**src/rtl/branch_add_scheduler_pkg.sv**
```systemverilog
// Shared types and defaults for the branch/add issue scheduler.
//   DEF_WIDTH / DEF_TAG_W / DEF_DEPTH : default datapath, tag and queue sizes
//   FUNC_W                            : branch compare function width
//   sched_ctrl_t                      : per-entry control record
//                                       (valid, op, func, pred)
// Operand value/tag/ready live in sched_operand_slot instances, and imm/pc
// live in per-entry arrays in the top. Keeping them outside this record
// means a top-level WIDTH or TAG_W override resizes them correctly.
package branch_add_scheduler_pkg;

  localparam int DEF_WIDTH = 32;
  localparam int DEF_TAG_W = 5;
  localparam int DEF_DEPTH = 4;
  localparam int FUNC_W    = 3;

  typedef struct packed {
    logic              valid;
    logic              op;
    logic [FUNC_W-1:0] func;
    logic              pred;
  } sched_ctrl_t;

endpackage

```
**src/rtl/branch_add_scheduler_operand_slot.sv**
```systemverilog
// sched_operand_slot: one source operand of one queue entry.
//   i_load        : entry is being written by dispatch this cycle
//   i_entry_valid : owning entry currently holds a live op
//   i_val/i_tag/i_rdy : dispatch-side operand fields
//   i_cdb_*       : result broadcast bus
//   o_rdy/o_val   : operand usable this cycle; this includes a value being
//                   broadcast right now, so issue can forward it
module sched_operand_slot
  import branch_add_scheduler_pkg::*;
#(
  parameter int WIDTH = DEF_WIDTH,
  parameter int TAG_W = DEF_TAG_W
) (
  input  logic             i_clk,
  input  logic             i_rst,
  input  logic             i_load,
  input  logic             i_entry_valid,
  input  logic [WIDTH-1:0] i_val,
  input  logic [TAG_W-1:0] i_tag,
  input  logic             i_rdy,
  input  logic             i_cdb_valid,
  input  logic [TAG_W-1:0] i_cdb_tag,
  input  logic [WIDTH-1:0] i_cdb_data,
  output logic             o_rdy,
  output logic [WIDTH-1:0] o_val
);

  logic [WIDTH-1:0] val_q, val_d;
  logic [TAG_W-1:0] tag_q, tag_d;
  logic             rdy_q, rdy_d;
  logic             wake;
  logic             load_hit;

  always_comb begin
    wake     = i_entry_valid && !rdy_q && i_cdb_valid && (tag_q == i_cdb_tag);
    load_hit = i_cdb_valid && !i_rdy && (i_tag == i_cdb_tag);
    val_d    = val_q;
    tag_d    = tag_q;
    rdy_d    = rdy_q;
    if (i_load) begin
      tag_d = i_tag;
      if (load_hit) begin
        // Producer broadcasts in the same cycle the consumer dispatches.
        val_d = i_cdb_data;
        rdy_d = 1'b1;
      end else begin
        val_d = i_val;
        rdy_d = i_rdy;
      end
    end else if (wake) begin
      val_d = i_cdb_data;
      rdy_d = 1'b1;
    end
    o_rdy = rdy_q || wake;
    o_val = rdy_q ? val_q : i_cdb_data;
  end

  always_ff @(posedge i_clk or posedge i_rst) begin
    if (i_rst) begin
      val_q <= '0;
      tag_q <= '0;
      rdy_q <= 1'b0;
    end else begin
      val_q <= val_d;
      tag_q <= tag_d;
      rdy_q <= rdy_d;
    end
  end

endmodule

```
**src/rtl/branch_add_scheduler.sv**
```systemverilog
// branch_add_scheduler: in-order issue queue feeding one branch/add unit.
//   Dispatch handshake: an op transfers on a rising edge where
//   i_disp_valid && o_disp_ready. o_disp_ready depends only on registered
//   occupancy and i_flush. It never depends on i_disp_valid.
//   Issue: o_start pulses for one cycle with the o_* fields of the issued op.
//   There is no back-pressure from the unit.
//   CDB: i_cdb_* wakes waiting operands and forwards into issue.
//   i_flush: drops every queued op on the edge where it is high.
//   o_count: number of occupied entries.
module branch_add_scheduler
  import branch_add_scheduler_pkg::*;
#(
  parameter int WIDTH = DEF_WIDTH,
  parameter int DEPTH = DEF_DEPTH,
  parameter int TAG_W = DEF_TAG_W
) (
  input  logic                       i_clk,
  input  logic                       i_rst,
  input  logic                       i_disp_valid,
  output logic                       o_disp_ready,
  input  logic                       i_disp_op,
  input  logic [FUNC_W-1:0]          i_disp_func,
  input  logic [WIDTH-1:0]           i_disp_rs1_val,
  input  logic [WIDTH-1:0]           i_disp_rs2_val,
  input  logic [TAG_W-1:0]           i_disp_rs1_tag,
  input  logic [TAG_W-1:0]           i_disp_rs2_tag,
  input  logic                       i_disp_rs1_rdy,
  input  logic                       i_disp_rs2_rdy,
  input  logic [WIDTH-1:0]           i_disp_imm,
  input  logic [WIDTH-1:0]           i_disp_pc,
  input  logic                       i_disp_pred,
  input  logic                       i_cdb_valid,
  input  logic [TAG_W-1:0]           i_cdb_tag,
  input  logic [WIDTH-1:0]           i_cdb_data,
  input  logic                       i_flush,
  output logic                       o_start,
  output logic                       o_op,
  output logic [FUNC_W-1:0]          o_func,
  output logic [WIDTH-1:0]           o_rs1,
  output logic [WIDTH-1:0]           o_rs2,
  output logic [WIDTH-1:0]           o_imm,
  output logic [WIDTH-1:0]           o_pc,
  output logic                       o_pred,
  output logic [$clog2(DEPTH):0]     o_count
);

  localparam int PTR_W = $clog2(DEPTH);
  localparam int CNT_W = PTR_W + 1;

  sched_ctrl_t      ctrl_q [DEPTH];
  sched_ctrl_t      ctrl_d [DEPTH];
  logic [WIDTH-1:0] imm_q  [DEPTH];
  logic [WIDTH-1:0] imm_d  [DEPTH];
  logic [WIDTH-1:0] pc_q   [DEPTH];
  logic [WIDTH-1:0] pc_d   [DEPTH];
  logic             rs1_rdy [DEPTH];
  logic             rs2_rdy [DEPTH];
  logic [WIDTH-1:0] rs1_val [DEPTH];
  logic [WIDTH-1:0] rs2_val [DEPTH];

  logic [PTR_W-1:0]  head_q, head_d, tail_q, tail_d;
  logic [CNT_W-1:0]  count_q, count_d;
  logic              start_q, start_d, op_q, op_d, pred_q, pred_d;
  logic [FUNC_W-1:0] func_q, func_d;
  logic [WIDTH-1:0]  rs1_q, rs1_d, rs2_q, rs2_d, oimm_q, oimm_d, opc_q, opc_d;
  logic              push, issue, disp_ready;

  for (genvar g = 0; g < DEPTH; g++) begin : g_entry
    logic load;
    assign load = push && (tail_q == PTR_W'(g));

    sched_operand_slot #(.WIDTH(WIDTH), .TAG_W(TAG_W)) u_rs1 (
      .i_clk(i_clk), .i_rst(i_rst), .i_load(load), .i_entry_valid(ctrl_q[g].valid),
      .i_val(i_disp_rs1_val), .i_tag(i_disp_rs1_tag), .i_rdy(i_disp_rs1_rdy),
      .i_cdb_valid(i_cdb_valid), .i_cdb_tag(i_cdb_tag), .i_cdb_data(i_cdb_data),
      .o_rdy(rs1_rdy[g]), .o_val(rs1_val[g])
    );

    sched_operand_slot #(.WIDTH(WIDTH), .TAG_W(TAG_W)) u_rs2 (
      .i_clk(i_clk), .i_rst(i_rst), .i_load(load), .i_entry_valid(ctrl_q[g].valid),
      .i_val(i_disp_rs2_val), .i_tag(i_disp_rs2_tag), .i_rdy(i_disp_rs2_rdy),
      .i_cdb_valid(i_cdb_valid), .i_cdb_tag(i_cdb_tag), .i_cdb_data(i_cdb_data),
      .o_rdy(rs2_rdy[g]), .o_val(rs2_val[g])
    );
  end

  always_comb begin
    // Occupancy decides full/empty; head == tail is ambiguous on its own.
    disp_ready = (count_q < CNT_W'(DEPTH)) && !i_flush;
    push       = i_disp_valid && disp_ready;
    issue      = ctrl_q[head_q].valid && rs1_rdy[head_q] && rs2_rdy[head_q] && !i_flush;

    for (int i = 0; i < DEPTH; i++) begin
      ctrl_d[i] = ctrl_q[i];
      imm_d[i]  = imm_q[i];
      pc_d[i]   = pc_q[i];
    end
    head_d  = head_q;
    tail_d  = tail_q;
    count_d = count_q;
    start_d = issue;
    op_d    = op_q;
    func_d  = func_q;
    rs1_d   = rs1_q;
    rs2_d   = rs2_q;
    oimm_d  = oimm_q;
    opc_d   = opc_q;
    pred_d  = pred_q;

    if (issue) begin
      op_d   = ctrl_q[head_q].op;
      func_d = ctrl_q[head_q].func;
      pred_d = ctrl_q[head_q].pred;
      rs1_d  = rs1_val[head_q];
      rs2_d  = rs2_val[head_q];
      oimm_d = imm_q[head_q];
      opc_d  = pc_q[head_q];
    end

    if (i_flush) begin
      for (int i = 0; i < DEPTH; i++) ctrl_d[i].valid = 1'b0;
      head_d  = '0;
      tail_d  = '0;
      count_d = '0;
    end else begin
      // Push and issue never target the same slot: push needs a free
      // entry, issue needs the head to be occupied.
      if (issue) begin
        ctrl_d[head_q].valid = 1'b0;
        head_d               = head_q + 1'b1;
      end
      if (push) begin
        ctrl_d[tail_q] = '{valid: 1'b1, op: i_disp_op, func: i_disp_func,
                           pred: i_disp_pred};
        imm_d[tail_q]  = i_disp_imm;
        pc_d[tail_q]   = i_disp_pc;
        tail_d         = tail_q + 1'b1;
      end
      count_d = count_q + CNT_W'(push) - CNT_W'(issue);
    end
  end

  always_ff @(posedge i_clk or posedge i_rst) begin
    if (i_rst) begin
      for (int i = 0; i < DEPTH; i++) begin
        ctrl_q[i] <= '0;
        imm_q[i]  <= '0;
        pc_q[i]   <= '0;
      end
      head_q  <= '0;
      tail_q  <= '0;
      count_q <= '0;
      start_q <= 1'b0;
      op_q    <= 1'b0;
      func_q  <= '0;
      rs1_q   <= '0;
      rs2_q   <= '0;
      oimm_q  <= '0;
      opc_q   <= '0;
      pred_q  <= 1'b0;
    end else begin
      for (int i = 0; i < DEPTH; i++) begin
        ctrl_q[i] <= ctrl_d[i];
        imm_q[i]  <= imm_d[i];
        pc_q[i]   <= pc_d[i];
      end
      head_q  <= head_d;
      tail_q  <= tail_d;
      count_q <= count_d;
      start_q <= start_d;
      op_q    <= op_d;
      func_q  <= func_d;
      rs1_q   <= rs1_d;
      rs2_q   <= rs2_d;
      oimm_q  <= oimm_d;
      opc_q   <= opc_d;
      pred_q  <= pred_d;
    end
  end

  assign o_disp_ready = disp_ready;
  assign o_start      = start_q;
  assign o_op         = op_q;
  assign o_func       = func_q;
  assign o_rs1        = rs1_q;
  assign o_rs2        = rs2_q;
  assign o_imm        = oimm_q;
  assign o_pc         = opc_q;
  assign o_pred       = pred_q;
  assign o_count      = count_q;

endmodule
```
**config.mk**
```make
export PLATFORM = sky130hd
export DESIGN_NAME = branch_add_scheduler
export DESIGN_NICKNAME = d
export VERILOG_FILES = /design/src/rtl/branch_add_scheduler_pkg.sv /design/src/rtl/branch_add_scheduler_operand_slot.sv /design/src/rtl/branch_add_scheduler.sv
export SDC_FILE = /design/constraint.sdc
export NUM_CORES = 2
export LEC_CHECK = 0
export ABC_AREA = 1
export CORE_ASPECT_RATIO = 1.4
export CORE_UTILIZATION = 53
export DETAILED_ROUTE_END_ITERATION = 8
export GPL_TIMING_DRIVEN = 0
export HOLD_SLACK_MARGIN = 0.05
export PLACE_DENSITY_LB_ADDON = 0.1
export SYNTH_ARGS = -nofsm -noshare
export SYNTH_HDL_FRONTEND = slang
export SYNTH_SLANG_ARGS = --single-unit
```
**constraint.sdc**
```tcl
create_clock -name i_clk -period 31.1 [get_ports i_clk]
set_input_delay 3.11 -clock i_clk [delete_from_list [all_inputs] [get_ports i_clk]]
set_output_delay 3.11 -clock i_clk [all_outputs]
set_load 0.02 [all_outputs]
```
======== Yosys cells after proc, flatten, opt, wreduce, memory -nomap -nowiden ========
Index checks and enable logic that the tools add are counted.
Widths: inputs -> output; s select.
word-level totals
  register bits after elaboration ......... 725
  latch bits .............................. 0
  RAM bits ................................ 0
  ROM bits ................................ 0
  input bits .............................. 187
  output and inout port bits .............. 138
  logic and storage cells ................. 241
  memories ................................ 0
cells by class
  add/subtract/negate cells ............... 4
  multiply operators ...................... 0
  divide/modulo/power cells ............... 0
  order comparisons ....................... 5
  eq/ne operators ......................... 13
  shift operators ......................... 0
  muxes and demuxes ....................... 87
  bitwise logic cells ..................... 3
  reductions and logical operators ........ 70
operator list
  kind                 count
  $mux 32              35
  $bmux 32 s2          4
  $bwmux 128           2
  $mux 24              3
  $demux 32 s2         1
  $eq 5x5->1           10
  $bwmux 24            2
  $logic_and 1x1->1    39
  $mux 1               26
  $demux 6 s2          2
  $mux 6               4
  $reduce_bool 2->1    10
  $bmux 6 s2           1
  $logic_not 1->1      11
  $logic_or 1x1->1     8
  $mux 2               4
  $ge 3x3->1 const B   2
  $lt 3x1->1 const B   2
  $not 2->3            2
  $add 2x1->2 const B  2
  $bmux 1 s2           2
  $eq 2x2->1 const B   2
  $add 3x1->3          1
  $lt 3x3->1 const B   1
  6 further kinds      6

======== Longest topological paths before layout ========
  word-level depth ........................ 16
  mapped depth ............................ 19
  depth with buffers taken out ............ 17

======== Hierarchy ========
A second synthesis with hierarchy kept.
second synthesis, totals
  cells, all modules ...................... 5780
  area, all modules ....................... 40706.5 um^2
by module, submodules not included
  module                instances  cells each  area each (um^2)  sequential area each (um^2)
  sched_operand_slot    8          428         2695.1            950.9
  branch_add_scheduler  1          2356        19145.9           10535.1

======== Least setup slack after synthesis ========
Ideal clock, no wire load.
  path type ............................... input-to-output
  start point ............................. in i_flush
  end point ............................... out o_disp_ready
  arrival time ............................ 3.432 ns
  required time ........................... 27.990 ns
  slack ................................... 24.558 ns
  stages on the path ...................... 1
  path buffers ............................ 0
  cell sequence ........................... nor2_1
on the way
  longest elaborated chain between the ends .. 2
ends and longest elaborated chain
  item                line                        RTL
  start: declaration  branch_add_scheduler.sv:35  input logic i_flush,
  $logic_not 1->1     branch_add_scheduler.sv:89  disp_ready = (count_q < CNT_W'(DEPTH)) && !i_flush;
  $logic_and 1x1->1   branch_add_scheduler.sv:89
  end: declaration    branch_add_scheduler.sv:20  output logic o_disp_ready,
No other way between the ends.

======== Final worst setup path ========
Ends and elaborated chain as after synthesis.

==> flow_metrics.env <==
export IMPL_relSlewSlack_pct=6.39
export IMPL_yosysWarnings=0
export IMPL_hold_buffers=0
export IMPL_die_w_um=223
export IMPL_cp_max_fo=3
export IMPL_fin_skew_ns=0.0299
export IMPL_gp_congestion=1.06
export IMPL_syn_inst=4519
export IMPL_powerDensity_nw_per_um2=91.6
export IMPL_synth_seq_cells=725
export IMPL_cts_htree_levels=3
export IMPL_nets=5120
export IMPL_multi_input_area_um2=15700
export IMPL_insertion_delay_ns=0.65
export IMPL_antenna_left=0
export IMPL_placed_cells_incl_taps=5702
export IMPL_routed_via_count=35800
export IMPL_cp_required_ns=27.99
export IMPL_crit_arrival_ns=4.49
export IMPL_layout_drive_gt1_share_pct=5.38
export IMPL_antenna_found_initial=5
export IMPL_fp_dieH_um=311
export IMPL_cts_tree="built"
export IMPL_total_power_mw=3.94
export IMPL_reg2reg_depth=10
export IMPL_io_buffers=322
export IMPL_cp_top_family="buffers and inverters"
export IMPL_min_period_ns=7.60
export IMPL_final_cells=5836
export IMPL_r2r_slack_ns=27.58
export IMPL_drt_initial_drc_count=4599
export IMPL_fillers=6129
export IMPL_cts_resized=0
export IMPL_wl_per_cell_um=24.2
export IMPL_dpl_hpwl_um=98700
export IMPL_start_util_pct=53.9
export IMPL_grt_max_degree=124
export IMPL_cp_num_buf_inv=2
export IMPL_rr_startpoint="head_q[0]"
export IMPL_cellLeakagePower_nw=19.6
export IMPL_core_area_um2=67000
export IMPL_grt_pass1_wl_um=212000
export IMPL_path_class="input port to output port"
export IMPL_setup_violations=0
export IMPL_final_hold_violation_count=0
export IMPL_drc=0
export IMPL_cp_endpoint="o_disp_ready"
export IMPL_ys_seq_area_share_pct=50.2
export IMPL_num_io_pins=325
export IMPL_post_cts_setup_buffers=0
export IMPL_critical_path_cell_chain="clkdlybuf4s50_1 > nor2_1 > clkdlybuf4s50_1"
export IMPL_num_rows=112
export IMPL_regArea_um2=18100
export IMPL_fp_dieArea_um2=69200
export IMPL_hp_class="register to register"
export IMPL_clockBufferDepth=3
export IMPL_layout_common_cells="nand2_1 (1647), dfrtp_1 (725), o21ai_0 (614)"
export IMPL_cpMaxStageDelayCell="clkdlybuf4s50_1"
export IMPL_crit_top_cell="clkdlybuf4s50_1"
export IMPL_period_share_pct=24.4
export IMPL_critPathMaxStageDelay_ns=0.62
export IMPL_path_clk_slew_ns=0.06
export IMPL_cts_buffers=73
export IMPL_crit_start="i_flush"
export IMPL_ir_drop_mv=0.0659
export IMPL_synthesis_nets=4717
export IMPL_maxSlewViolCount=0
export IMPL_r2r_end="o_rs1[0]"
export IMPL_rsz0062_at_grt="no"
export IMPL_grt_pass1_vias=35000
export IMPL_final_area_um2=43000
export IMPL_synth_area_um2=36100
export IMPL_syn_avg_cell_area_um2=8.00
export IMPL_mostFrequentLayoutCell="nand2_1"
export IMPL_wl_um=141000
export IMPL_cts_sinks=725
export IMPL_root_buffer="clkbuf_16"
export IMPL_worst_hold_slack_ns=0.467
export IMPL_area_delta_synth_final_pct=18.9
export IMPL_dpl_cell_area_um2=40600
export IMPL_yosys_cell_types_count=34
export IMPL_cp_end_kind="output port"
export IMPL_grt_overflow=0
export IMPL_final_core_util_pct=64.2
export IMPL_worst_pin_slew_ns=1.40
export IMPL_drtPass1Iterations=8
export IMPL_track_usage_pct=40.6
export IMPL_vias_per_cell=6.14
export IMPL_drv_cap=0
export IMPL_cp_start_kind="input port"
export IMPL_path_depth=3
export IMPL_outcome="finished clean"
export IMPL_fmax_mhz=132
report_power, final:
group	internal [mW]	leakage (nW)	switching, mW
combinational	0.566	9.22	0.922
sequential	1.33	9.27	0.224
clock	0.496	1.15	0.402
per-stage QoR:
step                setup TNS (ns)  setup slack [ns]
floorplan                        0              7.65
finish                           0             23.50
global placement           -808.39             -1.20
global route                     0             23.49
CTS                              0             23.48
detailed placement               0             23.49
how the worst min path moves through the flow:
stage / from / endpoint / slack (ns) / cells after the start
finish: o_rs2[14] / o_rs2[14] / 0.47 / 2
global route: o_rs2[28] / o_rs2[28] / 0.48 / 2
CTS: o_rs2[28] / o_rs2[28] / 0.47 / 2
detailed placement: o_rs2[14] / o_rs2[14] / 0.46 / 2
global placement: o_rs1[17] / o_rs1[17] / 0.45 / 2
floorplan: ctrl_q[0] / ctrl_q[0] / 0.45 / 2
worst register-to-register path: stages (launching register included):
cell and delay [ns]:
dfrtp_1 0.40, clkbuf_1 0.34, inv_2 0.25, clkbuf_1 0.98, clkbuf_1 0.66, a21oi_1 0.08
o21ai_0 0.12, nand3_1 0.11, nand2_1 0.33, nand2_1 0.11, nand2_1 0.07
layout make-up:
| cell class | count | share of cell area [%] |
|---|---|---|
| buffer | 354 | 3.72 |
| clock inverter | 28 | 0.597 |
| sequential | 725 | 42.2 |
| clock buffer | 105 | 4.93 |
| inverter | 184 | 1.63 |
| timing repair buffer | 328 | 7.88 |
| multi-input combinational | 3256 | 36.5 |
| antenna | 1 | 0.00582 |
| tap | 855 | 2.49 |
synth_stat cells (all sizes together):
library cell / instances / area share (%)
nand2: 1648 / 17
dfrtp: 725 / 50
o21ai: 683 / 10
a21oi: 337 / 4.7
o211ai: 257 / 5.3
clkbuf: 242 / 2.5
inv: 183 / 1.9
nand3: 151 / 2.2
buf: 112 / 1.9
a32o: 69 / 1.9
o21a: 32 / 0.66
nor2: 30 / 0.33
xor2: 22 / 0.53
ha: 10 / 0.35
o22ai: 7 / 0.12
nand4: 4 / 0.069
nor4: 2 / 0.035
a22o: 1 / 0.024
clkinv: 1 / 0.010
fa: 1 / 0.055
or2: 1 / 0.017
xnor2: 1 / 0.024
sequential cells by signal (all words and copies together), names as in the netlist, 24 cells and up:
name                 flops
ctrl_q                  24
g_entry.u_rs1.val_q    128
g_entry.u_rs2.val_q    128
imm_q                  128
o_imm                   32
o_pc                    32
o_rs1                   32
o_rs2                   32
pc_q                   128
metal layers:
| layer | global-route usage, % | part of all wire, % |
|---|---|---|
| met1 | 48.1 | 36 |
| met5 | 0 | 0.023 |
| met3 | 10.7 | 11 |
| met4 | 27.7 | 7.6 |
| met2 | 64.7 | 46 |
logic make-up (layout without fill, tap and decap cells):
logic type | Yosys count | after routing | share of synthesized area (%)
compound gates | 1386 | 1386 | 22.7
xor+xnor | 23 | 23 | 0.557
fa+ha+maj | 11 | 11 | 0.402
buf+inv | 538 | 999 | 6.34
flops | 725 | 725 | 50.2
other cells | 0 | 1 | 0
simple gates | 1836 | 1836 | 19.8
Note: power is estimated with default switching activity, not from simulation.
